### src/rtl/conv_window_gen.sv
// Builds 3x3 windows from a raster pixel stream using two row line buffers; window outputs registered.
// Latency: one cycle from the accepted pixel to vbit_o. No backpressure: every valid pixel is consumed.
module conv_window_gen #(
    parameter int IMG_W = 28,
    parameter int IMG_H = 28,
    parameter int CW    = 5,
    parameter int RW    = 5
) (
    input  logic        clk,
    input  logic        rstn,
    input  logic        frame_start_i,
    input  logic [7:0]  pix_i,
    input  logic        pix_vld_i,
    output logic [23:0] data_line0,
    output logic [23:0] data_line1,
    output logic [23:0] data_line2,
    output logic        vbit_o,
    output logic        frame_done_o
);

    logic [CW-1:0] col_q, col_d, col_cur;
    logic [RW-1:0] row_q, row_d, row_cur;
    logic [23:0]   win0_q, win0_d, win1_q, win1_d, win2_q, win2_d;
    logic [23:0]   line0_q, line0_d, line1_q, line1_d, line2_q, line2_d;
    logic          vbit_q, vbit_d, done_q, done_d;
    logic          emit;
    logic [7:0]    rd_a, rd_b;

    // lb_a holds row r-1, lb_b holds row r-2; contents are never reset
    logic [7:0]    lb_a [2**CW];
    logic [7:0]    lb_b [2**CW];

    always_comb begin
        col_cur = frame_start_i ? '0 : col_q;
        row_cur = frame_start_i ? '0 : row_q;
        rd_a    = lb_a[col_cur];
        rd_b    = lb_b[col_cur];
        col_d   = col_cur;
        row_d   = row_cur;
        win0_d  = win0_q;
        win1_d  = win1_q;
        win2_d  = win2_q;
        emit    = 1'b0;
        done_d  = 1'b0;
        if (pix_vld_i) begin
            // newest column enters at [23:16], oldest drops out of [7:0]
            win0_d = {rd_b,  win0_q[23:8]};
            win1_d = {rd_a,  win1_q[23:8]};
            win2_d = {pix_i, win2_q[23:8]};
            emit   = (row_cur >= RW'(2)) && (col_cur >= CW'(2));
            done_d = emit && (row_cur == RW'(IMG_H - 1)) && (col_cur == CW'(IMG_W - 1));
            if (col_cur == CW'(IMG_W - 1)) begin
                col_d = '0;
                row_d = (row_cur == RW'(IMG_H - 1)) ? '0 : row_cur + RW'(1);
            end else begin
                col_d = col_cur + CW'(1);
            end
        end
        vbit_d  = emit;
        line0_d = emit ? win0_d : line0_q;
        line1_d = emit ? win1_d : line1_q;
        line2_d = emit ? win2_d : line2_q;
    end

    always_ff @(posedge clk) begin
        if (pix_vld_i) begin
            lb_b[col_cur] <= rd_a;
            lb_a[col_cur] <= pix_i;
        end
    end

    always_ff @(posedge clk or negedge rstn) begin
        if (!rstn) begin
            col_q   <= '0;
            row_q   <= '0;
            win0_q  <= '0;
            win1_q  <= '0;
            win2_q  <= '0;
            line0_q <= '0;
            line1_q <= '0;
            line2_q <= '0;
            vbit_q  <= 1'b0;
            done_q  <= 1'b0;
        end else begin
            col_q   <= col_d;
            row_q   <= row_d;
            win0_q  <= win0_d;
            win1_q  <= win1_d;
            win2_q  <= win2_d;
            line0_q <= line0_d;
            line1_q <= line1_d;
            line2_q <= line2_d;
            vbit_q  <= vbit_d;
            done_q  <= done_d;
        end
    end

    assign data_line0   = line0_q;
    assign data_line1   = line1_q;
    assign data_line2   = line2_q;
    assign vbit_o       = vbit_q;
    assign frame_done_o = done_q;

endmodule

### config.mk
export PLATFORM = sky130hd
export DESIGN_NAME = conv_window_gen
export DESIGN_NICKNAME = d
export VERILOG_FILES = /design/src/rtl/conv_window_gen.sv
export SDC_FILE = /design/constraint.sdc
export NUM_CORES = 1
export LEC_CHECK = 0
export CORE_MARGIN = 1
export CORE_UTILIZATION = 30
export CTS_BUF_LIST = sky130_fd_sc_hd__clkbuf_8
export DETAILED_ROUTE_END_ITERATION = 6
export SLEW_MARGIN = 20
export SYNTH_ARGS = -nofsm -noshare
export SYNTH_HDL_FRONTEND = slang
export SYNTH_SLANG_ARGS = --single-unit
### constraint.sdc
create_clock -name clk -period 8 [get_ports clk]
set_clock_uncertainty 0.05 [all_clocks]
set_input_delay 1.2 -clock clk [delete_from_list [all_inputs] [get_ports clk]]
set_output_delay 1.2 -clock clk [all_outputs]
set_load 0.01 [all_outputs]
==> results of run 1 <==
[report_power, final]
part	switching, mW	total (mW)	internal (mW)
combinational	0.391	0.616	0.226
clock	1.27	2.65	1.38
sequential	0.0693	3.81	3.74
[cell type report]
class	count	share of cell area, %
antenna	1	0.00839
inverter	8	0.101
sequential	644	62.6
timing repair buffer	138	4.27
tap	1134	4.76
clock inverter	77	1.24
clock buffer	115	5.31
multi-input combinational	852	21.7
[sequential cells by signal, summed over array words and instances (netlist names)]
signal and cells:
lb_a 256, lb_b 256, data_line0 24, data_line1 24, data_line2 24, win0_q 16
win1_q 16, win2_q 16, col_q 5, row_q 5, frame_done_o 1, vbit_o 1
[per-layer routing]
metal	up-vias	GRT usage [%]	part of all wire [%]
li1	6487	-	-
met2	473	25.2	50
met4	0	5.59	2.9
met5	-	0	0
met3	99	2.41	5.6
met1	7460	19.3	42
[cells by family (layout without fill, tap and decap cells)]
logic type	Yosys count	in the layout	synth area share, %
adders and majority gates	4	4	0.196
buffers and inverters	114	338	2.09
DFF	644	644	73.2
xor gates and xnor gates	4	4	0.137
and+or+nand+nor	382	382	6.76
muxes	193	193	9.81
AOI/OAI and AO/OA	269	269	7.82
other	0	1	0
[final timing paths]
check	start	to	slack (ps)	cells past startpoint
worst min register to register	win1_q[9]	data_line1[1]	410	2
min in group asynchronous	rstn	data_line2[16]	440	1
worst min-delay path	win1_q[9]	data_line1[1]	410	2
worst max register to register	col_q[1]	lb_b[26][2]	3690	6
max in group asynchronous	rstn	data_line0[19]	6330	3
worst max-delay path	frame_start_i	lb_b[26][2]	3650	8
[critical path, cell delays in order]
cell	delay [ps]
buf_2	260
buf_4	320
nor2b_2	430
buf_4	420
inv_2	290
o221a_2	370
a2111oi_2	920
nor2_4	350
[Yosys cell counts (5+ instances only)]
master     number
o22ai_1        36
clkbuf_1       36
nand3_1         5
nand2_1       218
o221a_2        12
mux2i_1        14
buf_2          48
nor2_1         78
mux2_1         42
o21ai_0        38
a22oi_1        28
a211oi_1       45
o21ai_1         9
edfxtp_1      512
a31oi_1         6
nor2b_1         7
dfrtp_1       132
buf_4          12
buf_1          10
o31ai_1        30
and3b_1        29
mux2_2        106
mux4_2         31
a2111oi_2      14
a221oi_1       12
a21oi_1        25
nor3_1         13
[through the flow]
step	instances	cell area, um^2
floorplan	1610	25500
global placement	2775	27800
detailed placement	2775	27800
CTS	2967	29800
global route	2968	29800
finish	2969	29800
==> out/results.ini, run 1 <==
[cts]
cts_buffers = 103
postCtsHoldBufs = 0
root_buffer = clkbuf_8
cts_resized = 0
clock_sinks = 644
tritoncts = done
clk_path_buf_depth = 3
clk_latency_ps = 700
htree_levels = 3
post-cts-setup-buffers = 0
clk_pin_slew_ps = 60

[global_routing]
grt_usage_pct = 14.9
grt_first_pass_wirelength_um = 95800
grt_max_degree = 155
antenna_found_initial = 3
grt_overflow = 0
grt_pass1_vias = 14700

[final_layout]
fillers = 7930
seqCellArea_mm2 = 0.0187
layout.nets = 1763
multi_input_area_mm2 = 0.00646
final_layout_size_suffix_gt1_share_pct = 21.2
final_util_pct = 35.5
layout_commonest_cell = edfxtp_1
area_delta_synth_final_pct = 16.9
final_cell_mix = edfxtp_1 (512), nand2_1 (218), dfrtp_1 (130), clkbuf_8 (115), mux2_2 (106)

[detailed_routing]
wl_um = 64300
drt-pass1-iter-count = 5
wl_per_cell_um = 21.7
first_iter_violations = 1261
vias_per_cell = 4.89
num_vias = 14500
drc = 0
ant_nets = 0

[power_and_ir_drop]
p_per_area_mw_per_mm2 = 237
total_power_mw = 7.08
max-vdd-ir-drop_mv = 0.114
power_leakage_nw = 10.4

[floorplan]
start_util_pct = 30.4
io_pins = 86
fp.dieH_um = 294
die_area_mm2 = 0.0862
die_w_um = 294
core_mm2 = 0.0840
fp-row-count = 106

[sta]
worst_pin_slew_ps = 1110
maxSlewViolCount = 0
max_freq_mhz = 230
hold_viol = 0
rsz0062_at_grt = false
setup_viol = 0
slew_headroom_pct = 25.6
period_needed_ps = 4350
post-route-period-util_pct = 54.4
worst_slack_ps = 3650
whs_ps = 409
timing.setup.tns_ps = 0

[status]
outcome = finished, final reports clean

[setup_path]
path_class = in -> reg
cp_max_fo = 32
cp.arrival_ps = 4620
cp.required_ps = 8260
end_kind = flip-flop
crit_path_start_kind = input pin

[placed_design]
portBuffers = 85
dp_hpwl_um = 38000
dp_slack_ps = 3090
gp_congestion = 0.809

[synthesis]
synthCells = 1610
syn_area_mm2 = 0.0255
yosys_warnings = 0
yosys-top-cells-area = edfxtp_1 (60%), dfrtp_1 (13%), mux2_2 (4.7%)
ys.flop_type = edfxtp_1
seq_area_frac_synth_pct = 73.2
synth_edf_count = 512
synth_top_area_cell = edfxtp_1
synth_seq_cells = 644
synthArstFlopShare_pct = 20.5
synth_cell_types = 57
synth_fp_nets = 1626
synth_top_cell_area_share_pct = 60.2
syn_area_per_cell_um2 = 15.9

[run]
cap_viol_max_count = 0

[min_path]
worstHoldPathType = reg -> reg

Power figures use the tool's default switching activity.
==> inputs of run 2 (changes only) <==
- clock period: 8 -> 4.2 ns (I/O delays scaled with it)
==> out/results.ini, run 2 (synthesis results as in run 1) <==
[final_layout]
final_layout_size_suffix_gt1_share_pct = 22.7  ; +1.5 points
area_delta_synth_final_pct = 18.3
reg.largest.list = lb_a (256), lb_b (256)
final_util_pct = 36.0  ; +0.43 points
fillers = 7846  ; -1.1%
final_cell_mix = edfxtp_1 (512), nand2_1 (218), dfrtp_1 (130), mux2_2 (106), clkbuf_8 (106)
layout.nets = 1817  ; +3.1%
layout_commonest_cell = edfxtp_1

[setup_path]
cp_max_fo = 44  ; +38%
cp.arrival_ps = 4370  ; -250 ps
r2r-start = col_q[0]
cp.required_ps = 4790  ; -3470 ps
crit_path_start_kind = flip-flop
crit_path_start = col_q[0]
path_class = reg -> reg
end_kind = flip-flop

[power_and_ir_drop]
max-vdd-ir-drop_mv = 0.216  ; +89%
power_leakage_nw = 10.7  ; +2.6%
p_per_area_mw_per_mm2 = 446  ; +88%

[detailed_routing]
vias_per_cell = 4.93  ; +0.86%
drt-pass1-iter-count = 5  ; unchanged
ant_nets = 0  ; unchanged
drc = 0  ; unchanged
wl_per_cell_um = 22.1  ; +2.2%
num_vias = 14900  ; +2.7%
wl_um = 66900  ; +4.1%
first_iter_violations = 1262  ; +0.079%

[run]
cap_viol_max_count = 0  ; unchanged

[floorplan]
core_mm2 = 0.0840  ; unchanged
fp-row-count = 106  ; unchanged
die_area_mm2 = 0.0862  ; unchanged
die_w_um = 294  ; unchanged
io_pins = 86  ; unchanged
start_util_pct = 30.4  ; unchanged
fp.dieH_um = 294  ; unchanged

[cts]
tritoncts = done
root_buffer = clkbuf_8
clk_path_buf_depth = 3  ; unchanged
clk_pin_slew_ps = 60  ; about the same
cts_buffers = 106  ; +2.9%
cts_resized = 0  ; unchanged
clock_sinks = 644  ; unchanged
clk_latency_ps = 720  ; +20 ps
htree_levels = 3  ; unchanged

[global_routing]
grt_max_degree = 89  ; -43%
grt_overflow = 0  ; unchanged
grt_pass1_vias = 15100  ; +2.4%
antenna_found_initial = 1  ; -2
grt_usage_pct = 15.5  ; +0.59 points
grt_first_pass_wirelength_um = 98700  ; +3.1%

[sta]
setup_viol = 0  ; unchanged
slew_headroom_pct = 20.8  ; -4.9 points
worst_pin_slew_ps = 1170  ; +59.0 ps
max_freq_mhz = 265
maxSlewViolCount = 0  ; unchanged
rsz0062_at_grt = false
hold_viol = 0  ; unchanged
timing.setup.tns_ps = 0  ; unchanged
post-route-period-util_pct = 90.0
period_needed_ps = 3780

[status]
outcome = finished, final reports clean

[placed_design]
gp_congestion = 0.844  ; +4.3%
portBuffers = 85  ; unchanged
dp_hpwl_um = 41500  ; +9.4%

[min_path]
hp-start = frame_start_i
worstHoldPathType = in -> reg

[run 2: per-stage QoR]
stage                     hold slack [ps]  setup slack (ps)  instances  power [mW]  instance area [um^2]
final                                 274               421       3023        13.5                 30200
after global routing                  248               240       3022        14.0                 30200
after CTS                             224               414       3022        13.6                 30200
after detailed placement              404               166       2826        8.59                 28200
after global placement                400               280       2826        8.57                 28200
after floorplan                       284               870       1610        8.08                 25500
[run 2: metal layers]
layer	vias up	GRT usage, %	part of all wire [%]
met3	94	3.29	6.6
met4	0	4.34	2.1
met1	7683	20.9	43
met5	-	0	0
li1	6589	-	-
met2	544	25.2	48
[run 2: where the power goes]
group,internal (mW),switching [mW],total (mW),leakage (nW)
clock network,2.55,2.46,5.01,1.18
logic,0.468,0.744,1.21,3.15
registers,7.13,0.120,7.25,6.36
[run 2: what timing repair did]
action,CTS,global route
endpoints found under the hold margin,87,0
setup buffers,0,0
hold buffers,1,0
[run 2: final timing paths]
kind                                  end  slack [ps]  cells after the start
setup reg to reg             frame_done_o         420                      9
hold reg to reg             data_line0[7]         410                      2
min in group asynchronous  data_line2[19]         520                      2
setup / recovery             frame_done_o         420                      9
hold / removal                   row_q[1]         270                      2
max in group asynchronous  data_line0[19]        2780                      3
[run 2: critical path, stage by stage, from the launching register on]
cell	delay, ps
dfrtp_4	800
buf_12	330
nand2_1	150
inv_1	160
ha_1	180
nand2_1	240
nor2_2	270
nand3_1	190
nor4b_1	1020
buf_4	260
[run 2: layout make-up]
class                      count  area, um^2  share of cell area (%)
sequential                   644       18700                    61.9
multi-input combinational    852        6400                    21.2
timing repair buffer         189        1700                    5.63
clock buffer                 106        1460                    4.83
tap                         1134        1420                    4.70
clock inverter                89         490                    1.62
inverter                       8        30.0                  0.0995
antenna                        1        2.50                 0.00829
==> inputs of run 3 (changes only) <==
- HOLD_SLACK_MARGIN: default -> 0.12
==> results of run 3 <==
Final layout, timing and power as in run 2 (identical DEF).
